<file path="config.mk">
export PLATFORM = sky130hd
export DESIGN_NAME = key_decoder_flat
export DESIGN_NICKNAME = d
export VERILOG_FILES = /design/src/rtl/key_decoder_if.sv /design/src/rtl/key_decoder.sv /design/src/flat_wrapper.sv
export SDC_FILE = /design/constraint.sdc
export NUM_CORES = 1
export LEC_CHECK = 0
export ABC_AREA = 1
export BUFFER_PORTS_ARGS = -buffer_cell sky130_fd_sc_hd__buf_2
export CAP_MARGIN = 20
export CORE_MARGIN = 1
export CORE_UTILIZATION = 40
export CTS_BUF_LIST = sky130_fd_sc_hd__clkbuf_4 sky130_fd_sc_hd__clkbuf_8
export DETAILED_ROUTE_END_ITERATION = 6
export PLACE_DENSITY = 0.57
export SYNTH_ARGS = -nofsm -noshare
export SYNTH_HDL_FRONTEND = slang
export SYNTH_SLANG_ARGS = --single-unit
</file>
<file path="constraint.sdc">
create_clock -name clk -period 5.3 [get_ports clk]
set_clock_uncertainty 0.15 [all_clocks]
set_input_delay 0.795 -clock clk [delete_from_list [all_inputs] [get_ports clk]]
set_output_delay 0.795 -clock clk [all_outputs]
set_load 0.01 [all_outputs]
</file>
<file path="src/rtl/key_decoder_if.sv">
// Key-byte bus between the stdin reader/controller and the key decoder.
// The decoder takes the slave side: it receives the raw byte and drives the control events.
interface key_decoder_if #(
   parameter int unsigned CNT_W = 16
);
   logic [7:0]       inp;
   logic             flap;
   logic             paused;
   logic             quit;
   logic             err;
   logic [CNT_W-1:0] flap_cnt;

   modport master (
      output inp,
      input  flap, paused, quit, err, flap_cnt
   );

   modport slave (
      input  inp,
      output flap, paused, quit, err, flap_cnt
   );
endinterface

</file>
<file path="src/rtl/key_decoder.sv">
// Registered key-byte decoder: single-key controls plus ESC [ A parsing into flap/pause/quit/err events.
// Every output is a flop; inp only reaches the outputs through a clock edge.
module key_decoder #(
   parameter int unsigned HOLD_CYCLES = 5,
   parameter int unsigned ESC_TIMEOUT = 3,
   parameter int unsigned CNT_W       = 16
) (
   input  logic         clk,
   input  logic         rst_n,
   key_decoder_if.slave bus
);

   localparam int unsigned HOLD_W = $clog2(HOLD_CYCLES + 1);
   localparam int unsigned TO_W   = $clog2(ESC_TIMEOUT + 1);

   localparam logic [1:0] S_IDLE = 2'd0;
   localparam logic [1:0] S_ESC  = 2'd1;
   localparam logic [1:0] S_CSI  = 2'd2;

   localparam logic [7:0] K_SPACE = 8'h20;
   localparam logic [7:0] K_ESC   = 8'h1B;
   localparam logic [7:0] K_LBRK  = 8'h5B;
   localparam logic [7:0] K_P_LO  = 8'h70;
   localparam logic [7:0] K_P_UP  = 8'h50;
   localparam logic [7:0] K_Q_LO  = 8'h71;
   localparam logic [7:0] K_Q_UP  = 8'h51;
   localparam logic [7:0] K_UP    = 8'h41;
   localparam logic [7:0] K_DOWN  = 8'h42;
   localparam logic [7:0] K_RIGHT = 8'h43;
   localparam logic [7:0] K_LEFT  = 8'h44;

   localparam logic [TO_W-1:0]   TO_LAST   = TO_W'(ESC_TIMEOUT - 1);
   localparam logic [HOLD_W-1:0] HOLD_LOAD = HOLD_W'(HOLD_CYCLES);
   localparam logic [CNT_W-1:0]  CNT_MAX   = {CNT_W{1'b1}};

   logic [1:0]        state, state_nxt;
   logic [TO_W-1:0]   to_cnt, to_nxt;
   logic [HOLD_W-1:0] hold, hold_nxt;
   logic [CNT_W-1:0]  cnt, cnt_nxt;
   logic              flap_q, flap_nxt;
   logic              paused_q, paused_nxt;
   logic              quit_q, quit_nxt;
   logic              err_q, err_nxt;
   logic              flap_ev;
   logic              valid;
   logic              timed_out;

   assign valid     = (bus.inp != 8'h00) && (bus.inp != 8'hFF);
   assign timed_out = !valid && (to_cnt == TO_LAST);

   // State and event register
   always_ff @(posedge clk or negedge rst_n) begin
      if (!rst_n) begin
         state    <= S_IDLE;
         to_cnt   <= '0;
         hold     <= '0;
         cnt      <= '0;
         flap_q   <= 1'b0;
         paused_q <= 1'b0;
         quit_q   <= 1'b0;
         err_q    <= 1'b0;
      end else begin
         state    <= state_nxt;
         to_cnt   <= to_nxt;
         hold     <= hold_nxt;
         cnt      <= cnt_nxt;
         flap_q   <= flap_nxt;
         paused_q <= paused_nxt;
         quit_q   <= quit_nxt;
         err_q    <= err_nxt;
      end
   end

   // Parser next state and event decode; idle bytes only advance the timeout
   always_comb begin
      state_nxt  = state;
      to_nxt     = to_cnt;
      quit_nxt   = 1'b0;
      err_nxt    = 1'b0;
      paused_nxt = paused_q;
      flap_ev    = 1'b0;

      case (state)
         S_IDLE: begin
            to_nxt = '0;
            if (valid) begin
               case (bus.inp)
                  K_SPACE:        flap_ev    = 1'b1;
                  K_P_LO, K_P_UP: paused_nxt = !paused_q;
                  K_Q_LO, K_Q_UP: quit_nxt   = 1'b1;
                  K_ESC:          state_nxt  = S_ESC;
                  default:        ;
               endcase
            end
         end

         S_ESC: begin
            if (valid) begin
               to_nxt = '0;
               if (bus.inp == K_LBRK) begin
                  state_nxt = S_CSI;
               end else begin
                  err_nxt   = 1'b1;
                  state_nxt = S_IDLE;
               end
            end else if (timed_out) begin
               quit_nxt  = 1'b1;
               to_nxt    = '0;
               state_nxt = S_IDLE;
            end else begin
               to_nxt = to_cnt + TO_W'(1);
            end
         end

         S_CSI: begin
            if (valid) begin
               to_nxt    = '0;
               state_nxt = S_IDLE;
               case (bus.inp)
                  K_UP:                   flap_ev = 1'b1;
                  K_DOWN, K_RIGHT, K_LEFT: ;
                  default:                err_nxt = 1'b1;
               endcase
            end else if (timed_out) begin
               err_nxt   = 1'b1;
               to_nxt    = '0;
               state_nxt = S_IDLE;
            end else begin
               to_nxt = to_cnt + TO_W'(1);
            end
         end

         default: begin
            to_nxt    = '0;
            state_nxt = S_IDLE;
         end
      endcase
   end

   // Hold window and event counter; a reload beats the decrement, paused drops the event
   always_comb begin
      hold_nxt = (hold == '0) ? '0 : hold - HOLD_W'(1);
      cnt_nxt  = cnt;
      if (flap_ev && !paused_q) begin
         hold_nxt = HOLD_LOAD;
         if (cnt != CNT_MAX) begin
            cnt_nxt = cnt + CNT_W'(1);
         end
      end
      flap_nxt = (hold_nxt != '0);
   end

   assign bus.flap     = flap_q;
   assign bus.paused   = paused_q;
   assign bus.quit     = quit_q;
   assign bus.err      = err_q;
   assign bus.flap_cnt = cnt;

endmodule

</file>
<file path="src/flat_wrapper.sv">
// flat-port wrapper written by rule: the top's interface ports become plain ports
module key_decoder_flat 
#(
   parameter int unsigned HOLD_CYCLES = 5,
   parameter int unsigned ESC_TIMEOUT = 3,
   parameter int unsigned CNT_W       = 16
)
  (clk, rst_n, bus_inp, bus_flap, bus_paused, bus_quit, bus_err, bus_flap_cnt);
  key_decoder_if #(.CNT_W(CNT_W)) bus_i ();
  input  logic clk;
  input  logic rst_n;
  input wire logic [$bits(bus_i.inp)-1:0] bus_inp;
  output wire logic [$bits(bus_i.flap)-1:0] bus_flap;
  output wire logic [$bits(bus_i.paused)-1:0] bus_paused;
  output wire logic [$bits(bus_i.quit)-1:0] bus_quit;
  output wire logic [$bits(bus_i.err)-1:0] bus_err;
  output wire logic [$bits(bus_i.flap_cnt)-1:0] bus_flap_cnt;
  assign bus_i.inp = bus_inp;
  assign bus_flap = bus_i.flap;
  assign bus_paused = bus_i.paused;
  assign bus_quit = bus_i.quit;
  assign bus_err = bus_i.err;
  assign bus_flap_cnt = bus_i.flap_cnt;
  key_decoder #(.HOLD_CYCLES(HOLD_CYCLES), .ESC_TIMEOUT(ESC_TIMEOUT), .CNT_W(CNT_W)) u_core (.clk(clk), .rst_n(rst_n), .bus(bus_i));
endmodule
</file>
==> impl_metrics.py, run 1 <==
metrics = {
    "run_status": {
        "status": "completed",
    },
    "critical_path": {
        "path_common_cell": "nand2_1",
        "slowest_delay_ns": 0.39,
        "crit_path_top_delay_cell": "nand3_2",
        "crit_required_ns": 5.32,
        "cp.arrival_ns": 2.31,
        "crit_path_end_kind": "register",
        "cp_cell_sequence": "buf_2 -> nor2_1 -> nand2_1 -> nor2_1 -> nand2_1 -> nand2_1 -> nand3_2 -> nand2_1 -> nand2_1",
        "worst-setup-path-type": "in -> reg",
        "crit_fanout": 15,
        "startpoint_type": "input port",
    },
    "finish": {
        "final_nets": 313,
        "layout-drive-gt1-share": 0.146,
        "num_antenna_cells": 0,
        "syn_to_final_growth_pct": 12.7,
        "fin_cells": 347,
    },
    "detailed_routing": {
        "drt_first_pass_iters": 4,
        "drc_errors": 0,
        "wire_per_inst_um": 11.5,
        "via_count": 1675,
        "via_per_inst": 4.83,
        "routed_wirelength_mm": 3.98,
        "ant_nets": 0,
        "drt_iter0_drc": 117,
    },
    "clock_network": {
        "path_clk_slew_ns": 0.09,
        "clock_latency_ns": 0.27,
        "cts_tree": "done",
        "cts-root-buf": "clkbuf_8",
        "cts-buffers-inserted": 3,
        "cts_sinks": 27,
        "htreeDepth": 1,
        "post_cts_buffers": 0,
        "ctsHoldBuffers": 0,
        "cts_resized": 0,
        "clockBufferDepth": 2,
    },
    "yosys": {
        "syn_area_per_cell_um2": 6.90,
        "async_flop_share": 1.00,
        "synth_seq_cells": 27,
        "synth_nets": 283,
        "synth_commonest_cells": "102 x nand2_1, 30 x inv_1, 28 x nor2_1",
        "synthCells": 266,
        "synth_area_leader_cell": "dfrtp_1",
        "ys_types": 22,
        "synth_edf_count": 0,
        "yosysSeqAreaShare": 0.368,
        "syn_area_um2": 1830,
        "synth_top_area_share": 0.368,
        "synth_flop_cell": "dfrtp_1",
        "synthTopCellsByArea": "dfrtp_1 37%, nand2_1 21%, inv_1 6.1%",
        "synth_most_common_cell": "nand2_1",
        "ys_warn_count": 0,
    },
    "sta": {
        "min_period_ns": 2.29,
        "fin_setup_tns_ns": 0,
        "finalCritPeriodShare": 0.431,
        "finalMaxSlewViolations": 0,
        "fin_ws_ns": 3.01,
        "finalSetupViolCount": 0,
        "relSlewSlack": 0.591,
        "hold_violations": 0,
        "worst_pin_slew_ns": 0.613,
        "rsz0062_at_grt": "no",
        "holdWs_ns": 0.289,
        "fmax_ghz": 0.438,
    },
    "grt": {
        "grt_use_total": 0.179,
        "grt_antenna_before_repair": 0,
        "grt_remaining_overflow": 0,
        "grt_start_max_net_pins": 28,
        "grt_pass1_vias": 1541,
        "grt_first_pass_wirelength_mm": 7.07,
    },
    "floorplan": {
        "core_um2": 4380,
        "die_y_um": 69.7,
        "dieWidth_um": 69.7,
        "ios": 30,
        "dieArea_um2": 4860,
        "row_count": 24,
        "start_util": 0.418,
    },
    "power": {
        "p_leak_nw": 1.14,
        "ir_drop_mv": 0.117,
        "powerDensity_nw_per_um2": 234,
    },
    "placement": {
        "post-place-ws_ns": 2.73,
        "port_buffers": 29,
        "dp_hpwl_mm": 2.95,
        "dp.cells": 343,
        "place_congestion": 0.847,
    },
    "job": {
        "max_cap_viol_count": 0,
    },
    "min_path": {
        "hp-class": "reg -> reg",
    },
}
==> layout make-up <==
| class | count | area (um2) |
|---|---|---|
| Multi-Input combinational cell | 204 | 1020 |
| Tap cell | 52 | 65.1 |
| Timing Repair Buffer | 29 | 145 |
| Sequential cell | 27 | 676 |
| Inverter | 31 | 116 |
| Fill cell | 485 | 2320 |
| Clock buffer | 4 | 48.8 |
==> state kept, by name, summed over array words and instances, names as in the netlist <==
signal	count
u_core.bus.flap	1
u_core.bus.paused	1
u_core.hold	3
u_core.bus.err	1
u_core.to_cnt	2
u_core.bus.flap_cnt	16
u_core.bus.quit	1
u_core.state	2
==> report_power, final <==
group	switching, mW	internal [mW]	total, mW	leakage [nW]
registers	0.0147	0.225	0.240	0.373
logic	0.0771	0.0435	0.121	0.736
clock network	0.0647	0.0590	0.124	0.0262
total	0.157	0.327	0.484	1.14
==> critical path: cells and delay by family <==
family | cells | cell delay [ns]
buffers and inverters | 1 | 0.11
and+or+nand+nor | 8 | 1.40
==> cell usage in the layout, fill, tap and decap left out, types with 2 or more instances in the layout <==
| cell type | count |
|---|---|
| dfrtp_1 | 27 |
| nor2_1 | 28 |
| ha_1 | 7 |
| a21oi_1 | 3 |
| nand2_1 | 102 |
| nand3_1 | 21 |
| nand4_1 | 14 |
| nor3_1 | 4 |
| clkbuf_8 | 3 |
| inv_1 | 30 |
| nand3b_1 | 4 |
| xnor2_1 | 2 |
| nand2_2 | 2 |
| o21ai_0 | 4 |
| nor2_4 | 4 |
| xor2_1 | 5 |
| buf_2 | 29 |
==> final timing paths <==
kind	slack [ns]	cells after the start	start	endpoint
max	3.01	9	bus_inp[1]	u_core.bus.flap_cnt[14]$_DFFE_PN0P_
max reg2reg	3.06	10	u_core.state[0]$_DFFE_PN0P_	u_core.bus.flap_cnt[14]$_DFFE_PN0P_
max in group asynchronous	4.22	1	rst_n	u_core.bus.quit$_DFF_PN0_
min	0.29	1	u_core.to_cnt[0]$_DFF_PN0_	u_core.to_cnt[0]$_DFF_PN0_
min reg2reg	0.29	1	u_core.to_cnt[0]$_DFF_PN0_	u_core.to_cnt[0]$_DFF_PN0_
min in group asynchronous	0.37	1	rst_n	u_core.hold[2]$_DFF_PN0_
==> kinds of logic (layout without fill, tap and decap cells) <==
kind of cell | after synthesis | after routing | synth area share
adders and majority gates | 7 | 7 | 0.0477
buffers and inverters | 35 | 64 | 0.0778
AOI/OAI and AO/OA | 8 | 8 | 0.0225
and+or+nand+nor | 182 | 182 | 0.450
xor gates and xnor gates | 7 | 7 | 0.0334
DFF | 27 | 27 | 0.368
==> through the flow <==
stage / util / instance area, um2 / total power, mW
floorplan: - / 1830 / 0.327
global placement: 0.460 / 2020 / 0.365
detailed placement: 0.460 / 2020 / 0.365
CTS: 0.471 / 2070 / 0.493
global route: 0.471 / 2070 / 0.522
finish: 0.471 / 2070 / 0.484
==> metal layers <==
| metal | part of all wire | vias up | global-route usage |
|---|---|---|---|
| met4 | 0.010 | 0 | 0.0578 |
| li1 | - | 901 | - |
| met3 | 0.037 | 4 | 0.0262 |
| met2 | 0.43 | 26 | 0.278 |
| met5 | 0 | - | 0 |
| met1 | 0.52 | 744 | 0.257 |
No activity file was read; power rests on OpenSTA's default activity.
==> inputs of run 2 (changes only) <==
--- a/config.mk
+++ b/config.mk
@@ -5,14 +5,14 @@
 export SDC_FILE = /design/constraint.sdc
 export NUM_CORES = 1
 export LEC_CHECK = 0
-export ABC_AREA = 1
+export ABC_AREA = 0
 export BUFFER_PORTS_ARGS = -buffer_cell sky130_fd_sc_hd__buf_2
 export CAP_MARGIN = 20
 export CORE_MARGIN = 1
 export CORE_UTILIZATION = 40
 export CTS_BUF_LIST = sky130_fd_sc_hd__clkbuf_4 sky130_fd_sc_hd__clkbuf_8
 export DETAILED_ROUTE_END_ITERATION = 6
-export PLACE_DENSITY = 0.57
+export PLACE_DENSITY = 0.61
 export SYNTH_ARGS = -nofsm -noshare
 export SYNTH_HDL_FRONTEND = slang
 export SYNTH_SLANG_ARGS = --single-unit
==> constraint.sdc (replaced) <==
create_clock -name clk -period 1.95 [get_ports clk]
set_clock_uncertainty 0.15 [all_clocks]
set_input_delay 0.2925 -clock clk [delete_from_list [all_inputs] [get_ports clk]]
set_output_delay 0.2925 -clock clk [all_outputs]
set_load 0.01 [all_outputs]
==> run 2 against run 1 <==
  * The run now ends with setup timing left
  * Total power up 120%
  * Global-route usage grew 2.3 points
  * Flip-flop and latch count did not move
  * Non-clock buffer count rose by 34
  * Final area grew 0.91%
  * Synthesized cell count down 50%
  * Count of clock-buffer cells in the layout fell by 1
  * Critical path depth is the same
  * Cell count decreased by 29%
  * Register-to-register slack worse by 3.2 ns
  * Setup slack got worse by 3.1 ns
  * Critical path type is now reg -> reg
  * Critical endpoint is now u_core.bus.flap_cnt[11]$_DFFE_PN0P_
  * Highest routed layer unchanged
==> impl_metrics.py, run 2 <==
metrics = {
    "run_status": {
        "status": "finished with violations",
        "violations": "setup timing",
    },
    "clock_network": {
        "cts_sinks": 27,
        "path_clk_slew_ns": 0.15,
        "cts_tree": "done",
        "clockBufferDepth": 2,
        "htreeDepth": 1,
        "cts-buffers-inserted": 3,
        "clock_latency_ns": 0.32,
        "cts-root-buf": "clkbuf_4",
    },
    "finish": {
        "fin_util": 0.615,
        "num_antenna_cells": 0,
        "layout_common_cells": "29 x buf_2, 27 x buf_4, 27 x dfrtp_1",
        "final_common_cell": "buf_2",
        "nFillCells": 277,
        "largest_register_ffs": 16,
        "layout-drive-gt1-share": 0.450,
        "final_nets": 218,
        "syn_to_final_growth_pct": 46.1,
    },
    "yosys": {
        "synth_flop_cell": "dfrtp_1",
        "synth_top_area_share": 0.473,
        "async_flop_share": 1.00,
        "synth_area_leader_cell": "dfrtp_1",
        "synth_most_common_cell": "dfrtp_1",
        "synthCells": 134,
        "ys_warn_count": 0,
        "syn_area_um2": 1430,
        "synth_nets": 151,
        "synth_seq_cells": 27,
        "synth_commonest_cells": "27 x dfrtp_1, 16 x nand4_1, 15 x xnor2_1",
        "syn_area_per_cell_um2": 10.7,
        "synthTopCellsByArea": "dfrtp_1 47%, xnor2_1 9.2%, nand4_1 7.0%",
        "synth_edf_count": 0,
        "ys_types": 40,
        "yosysSeqAreaShare": 0.473,
    },
    "job": {
        "max_cap_viol_count": 0,
    },
    "placement": {
        "place_congestion": 0.827,
        "dp_hpwl_mm": 2.44,
        "post-place-ws_ns": -0.310,
        "port_buffers": 29,
    },
    "sta": {
        "finalCritPeriodShare": 1.06,
        "hold_violations": 0,
        "fmax_ghz": 0.484,
        "holdWs_ns": 0.240,
        "fin_ws_ns": -0.116,
        "fin_setup_tns_ns": -1.10,
        "rsz0062_at_grt": "yes",
        "finalSetupViolCount": 16,
        "min_period_ns": 2.07,
        "relSlewSlack": 0.561,
        "finalMaxSlewViolations": 0,
        "worst_pin_slew_ns": 0.656,
    },
    "critical_path": {
        "crit_fanout": 7,
        "slowest_delay_ns": 0.41,
        "cpLargestDelayFamily": "simple AND/OR/NAND/NOR gates",
        "crit_path_top_delay_cell": "dfrtp_1",
        "worst-setup-path-type": "reg -> reg",
        "crit_buf_inv": 3,
        "path_common_cell": "nand4_1",
        "cp_cell_sequence": "inv_2 -> buf_6 -> ha_4 -> nor2b_4 -> nand4_1 -> a21oi_4 -> clkbuf_16 -> nand4_1 -> xnor2_1",
        "crit_path_end_kind": "register",
        "cp.arrival_ns": 2.15,
        "startpoint_type": "register",
        "crit_required_ns": 2.03,
    },
    "grt": {
        "grt_use_total": 0.202,
        "grt_pass1_vias": 1268,
        "grt_start_max_net_pins": 28,
        "grt_first_pass_wirelength_mm": 5.62,
        "grt_remaining_overflow": 0,
        "grt_antenna_before_repair": 0,
    },
    "floorplan": {
        "ios": 30,
        "dieWidth_um": 61.7,
        "row_count": 21,
        "start_util": 0.421,
        "die_y_um": 61.7,
        "core_um2": 3390,
        "dieArea_um2": 3810,
    },
    "detailed_routing": {
        "wire_per_inst_um": 14.3,
        "via_count": 1295,
        "via_per_inst": 5.26,
        "ant_nets": 0,
        "drt_first_pass_iters": 4,
        "drc_errors": 0,
        "drt_iter0_drc": 56,
        "routed_wirelength_mm": 3.52,
    },
    "power": {
        "ir_drop_mv": 0.316,
        "p_leak_nw": 1.07,
        "powerDensity_nw_per_um2": 517,
        "fin_total_pwr_mw": 1.08,
    },
    "min_path": {
        "hp-class": "in -> reg",
    },
}
[run 2: power breakdown]
group	switching (mW)	internal (mW)	leakage [nW]	total (mW)
logic	0.105	0.118	0.676	0.223
registers	0.0202	0.584	0.374	0.604
clock network	0.174	0.0769	0.0177	0.251
total	0.299	0.778	1.07	1.08
[run 2: final timing paths]
| check | end | cells after the start | startpoint | slack (ns) |
|---|---|---|---|---|
| max | u_core.bus.flap_cnt[11]$_DFFE_PN0P_ | 9 | u_core.state[0]$_DFFE_PN0P_ | -0.12 |
| min | u_core.bus.quit$_DFF_PN0_ | 4 | bus_inp[2] | 0.24 |
| max reg2reg | u_core.bus.flap_cnt[11]$_DFFE_PN0P_ | 9 | u_core.state[0]$_DFFE_PN0P_ | -0.12 |
| min reg2reg | u_core.to_cnt[0]$_DFF_PN0_ | 1 | u_core.to_cnt[1]$_DFF_PN0_ | 0.31 |
| max in group asynchronous | u_core.bus.err$_DFF_PN0_ | 2 | rst_n | 0.93 |
| min in group asynchronous | u_core.hold[2]$_DFF_PN0_ | 2 | rst_n | 0.33 |
[run 2: timing repair]
| item | CTS | global route |
|---|---|---|
| gates cloned | 1 | 0 |
| hold buffers | 1 | 0 |
| pin swaps | 16 | 12 |
| setup buffers | 10 | 2 |
| gates resized for setup | 22 | 5 |
| hold endpoints to repair | 27 | 0 |
| setup endpoints to repair | 15 | 18 |
[run 2: through the flow]
stage / cells / area (um2)
2_1_floorplan: 134 / 1470
3_3_place_gp: 230 / 1840
3_5_place_dp: 230 / 1840
4_1_cts: 246 / 2070
5_1_grt: 246 / 2090
6_report: 246 / 2090
[run 2: kinds of logic after synthesis]
group                    Yosys count  synth area share
AND/OR/NAND/NOR                   58             0.243
flip-flops                        27             0.473
XOR/XNOR                          17             0.104
AO/OA/AOI/OAI                     15            0.0771
buffers and inverters              8            0.0263
adder cells (fa/ha/maj)            7            0.0613
multiplexers                       2            0.0149
[run 2: worst register-to-register path, stage by stage (launching register included)]
cell	delay (ns)
dfrtp_1	0.41
inv_2	0.09
buf_6	0.11
ha_4	0.13
nor2b_4	0.14
nand4_1	0.20
a21oi_4	0.29
clkbuf_16	0.20
nand4_1	0.11
xnor2_1	0.14
[run 2: final cells by class]
cell class                 count  area (um2)  share of cell area
multi-input combinational     99         851               0.408
sequential                    27         676               0.324
timing repair buffer          63         448               0.215
tap                           46        57.6              0.0276
inverter                       7        26.3              0.0126
clock buffer                   3        22.5              0.0108
clock inverter                 1        5.00             0.00240
[run 2: per-layer routing]
layer,track usage,up-vias,share of wire
li1,-,624,-
met3,0.0290,2,0.030
met4,0.0508,0,0.0054
met2,0.370,29,0.54
met1,0.249,640,0.43
met5,0,-,0
==> inputs of run 3 (changes only) <==
==> constraint.sdc (replaced) <==
create_clock -name clk -period 1.95 [get_ports clk]
set_clock_uncertainty 0.15 [all_clocks]
set_input_delay 0.2925 -clock clk [delete_from_list [all_inputs] [get_ports clk]]
set_output_delay 0.2925 -clock clk [all_outputs]
set_load 0.05 [all_outputs]
==> run 3 against run 2 <==
  * The run still ends with setup timing left
  * Routed wire length decreased by 6.8%
  * Final area fell by 5.1%
  * Core utilization fell by 3.1 points
  * Clock power up 5%
  * Combinational power increased by 17%
  * Die area unchanged
  * Total power grew 5.5%
  * Setup slack worse by 0.0081 ns
  * Largest power group unchanged
  * Highest routed layer unchanged
==> impl_metrics.py, run 3 (synthesis results as in run 2) <==
metrics = {
    "detailed_routing": {
        "ant_nets": 0,
        "drc_errors": 0,
        "via_per_inst": 5.35,
        "routed_wirelength_mm": 3.28,
        "drt_first_pass_iters": 4,
        "via_count": 1301,
        "drt_iter0_drc": 38,
        "wire_per_inst_um": 13.5,
    },
    "placement": {
        "place_congestion": 0.815,
        "dp_hpwl_mm": 2.37,
        "placed_area_um2": 1820,
        "dp.cells": 230,
        "port_buffers": 29,
    },
    "critical_path": {
        "crit_path_end_kind": "register",
        "cp.arrival_ns": 2.17,
        "startpoint_type": "register",
        "crit_fanout": 14,
        "crit_required_ns": 2.05,
        "worst-setup-path-type": "reg -> reg",
    },
    "finish": {
        "final_common_cell": "buf_2",
        "final_area_um2": 1980,
        "layout_common_cells": "29 x buf_2, 28 x buf_4, 22 x dfrtp_1",
        "largest_register_ffs": 16,
        "final_nets": 215,
        "layout-drive-gt1-share": 0.421,
        "num_antenna_cells": 0,
        "fin_cells": 243,
        "fin_util": 0.584,
        "syn_to_final_growth_pct": 38.7,
    },
    "sta": {
        "fin_ws_ns": -0.124,
        "finalCritPeriodShare": 1.06,
        "min_period_ns": 2.07,
        "rsz0062_at_grt": "yes",
        "fmax_ghz": 0.482,
        "relSlewSlack": 0.573,
        "finalSetupViolCount": 15,
        "finalMaxSlewViolations": 0,
        "hold_violations": 0,
        "fin_setup_tns_ns": -0.964,
        "worst_pin_slew_ns": 0.638,
    },
    "min_path": {
        "hp-class": "in -> reg",
    },
    "clock_network": {
        "clock_latency_ns": 0.34,
        "path_clk_slew_ns": 0.16,
        "clockBufferDepth": 2,
        "cts_tree": "done",
        "htreeDepth": 1,
        "cts-buffers-inserted": 3,
        "cts-root-buf": "clkbuf_4",
        "cts_sinks": 27,
    },
    "job": {
        "max_cap_viol_count": 0,
    },
    "floorplan": {
        "row_count": 21,
        "core_um2": 3390,
        "ios": 30,
        "dieArea_um2": 3810,
        "dieWidth_um": 61.7,
        "start_util": 0.421,
        "die_y_um": 61.7,
    },
    "power": {
        "fin_total_pwr_mw": 1.14,
        "ir_drop_mv": 0.361,
        "powerDensity_nw_per_um2": 574,
        "p_leak_nw": 0.940,
    },
    "grt": {
        "grt_antenna_before_repair": 0,
        "grt_first_pass_wirelength_mm": 5.25,
        "grt_remaining_overflow": 0,
        "grt_start_max_net_pins": 28,
        "grt_use_total": 0.190,
        "grt_pass1_vias": 1169,
    },
    "run_status": {
        "violations": "setup timing",
        "status": "finished with violations",
    },
}
run 3: cell count changes in the layout (fill, tap and decap cells not counted), moves of 2 or more:
| cell | previous run | this run |
|---|---|---|
| buf_6 | 4 | 1 |
| dfrtp_1 | 27 | 22 |
| dfrtp_2 | 0 | 5 |
| nand2_1 | 4 | 8 |
| nand2_4 | 4 | 0 |
| nand3_1 | 4 | 6 |
| nand3_2 | 2 | 0 |
| xnor2_1 | 12 | 15 |
| xnor2_2 | 3 | 0 |
run 3: area by class of cell:
cell class | instances | area (um2)
clock buffer | 3 | 22.5
multi-input combinational | 99 | 787
sequential | 27 | 682
inverter | 7 | 26.3
clock inverter | 1 | 7.51
fill | 297 | 1410
tap | 46 | 57.6
timing repair buffer | 60 | 397
run 3: final timing paths:
check | startpoint | to | slack [ns] | cells past startpoint
max | u_core.state[0]$_DFFE_PN0P_ | u_core.bus.flap_cnt[1]$_DFFE_PN0P_ | -0.12 | 7
min | bus_inp[4] | u_core.bus.quit$_DFF_PN0_ | 0.22 | 4
max reg2reg | u_core.state[0]$_DFFE_PN0P_ | u_core.bus.flap_cnt[1]$_DFFE_PN0P_ | -0.12 | 7
min reg2reg | u_core.to_cnt[0]$_DFF_PN0_ | u_core.to_cnt[0]$_DFF_PN0_ | 0.32 | 1
max in group asynchronous | rst_n | u_core.bus.flap_cnt[1]$_DFFE_PN0P_ | 0.91 | 2
min in group asynchronous | rst_n | u_core.bus.flap$_DFF_PN0_ | 0.31 | 2
run 3: stage by stage:
step | setup WS (ns) | hold slack (ns)
3_3_place_gp | -0.277 | 0.182
6_report | -0.124 | 0.224
5_1_grt | -0.143 | 0.231
3_5_place_dp | -0.327 | 0.187
2_1_floorplan | -0.158 | -0.153
4_1_cts | -0.127 | 0.217
run 3: power breakdown:
group / switching [mW] / internal [mW]
clock network: 0.185 / 0.0789
logic: 0.145 / 0.117
registers: 0.0256 / 0.584
run 3: per-layer routing:
metal,wire (um),up-vias,global-route usage
li1,-,614,-
met1,1410,653,0.250
met2,1700,29,0.318
met3,117,5,0.0228
met4,49,0,0.0762
met5,0,-,0
run 3: critical path: stages (launching register included):
cell,delay (ns)
dfrtp_1,0.42
inv_2,0.12
ha_4,0.20
nand2b_4,0.07
or3_4,0.41
a21oi_4,0.15
buf_12,0.15
mux2_4,0.30
run 3: repair_timing:
action                     in CTS  in global routing
pin swaps                       1                  4
resized for setup               5                 10
gates cloned                    0                  0
setup endpoints to repair      17                 16
hold endpoints to repair       27                  0
buffers inserted                3                  5
hold buffers                    1                  0
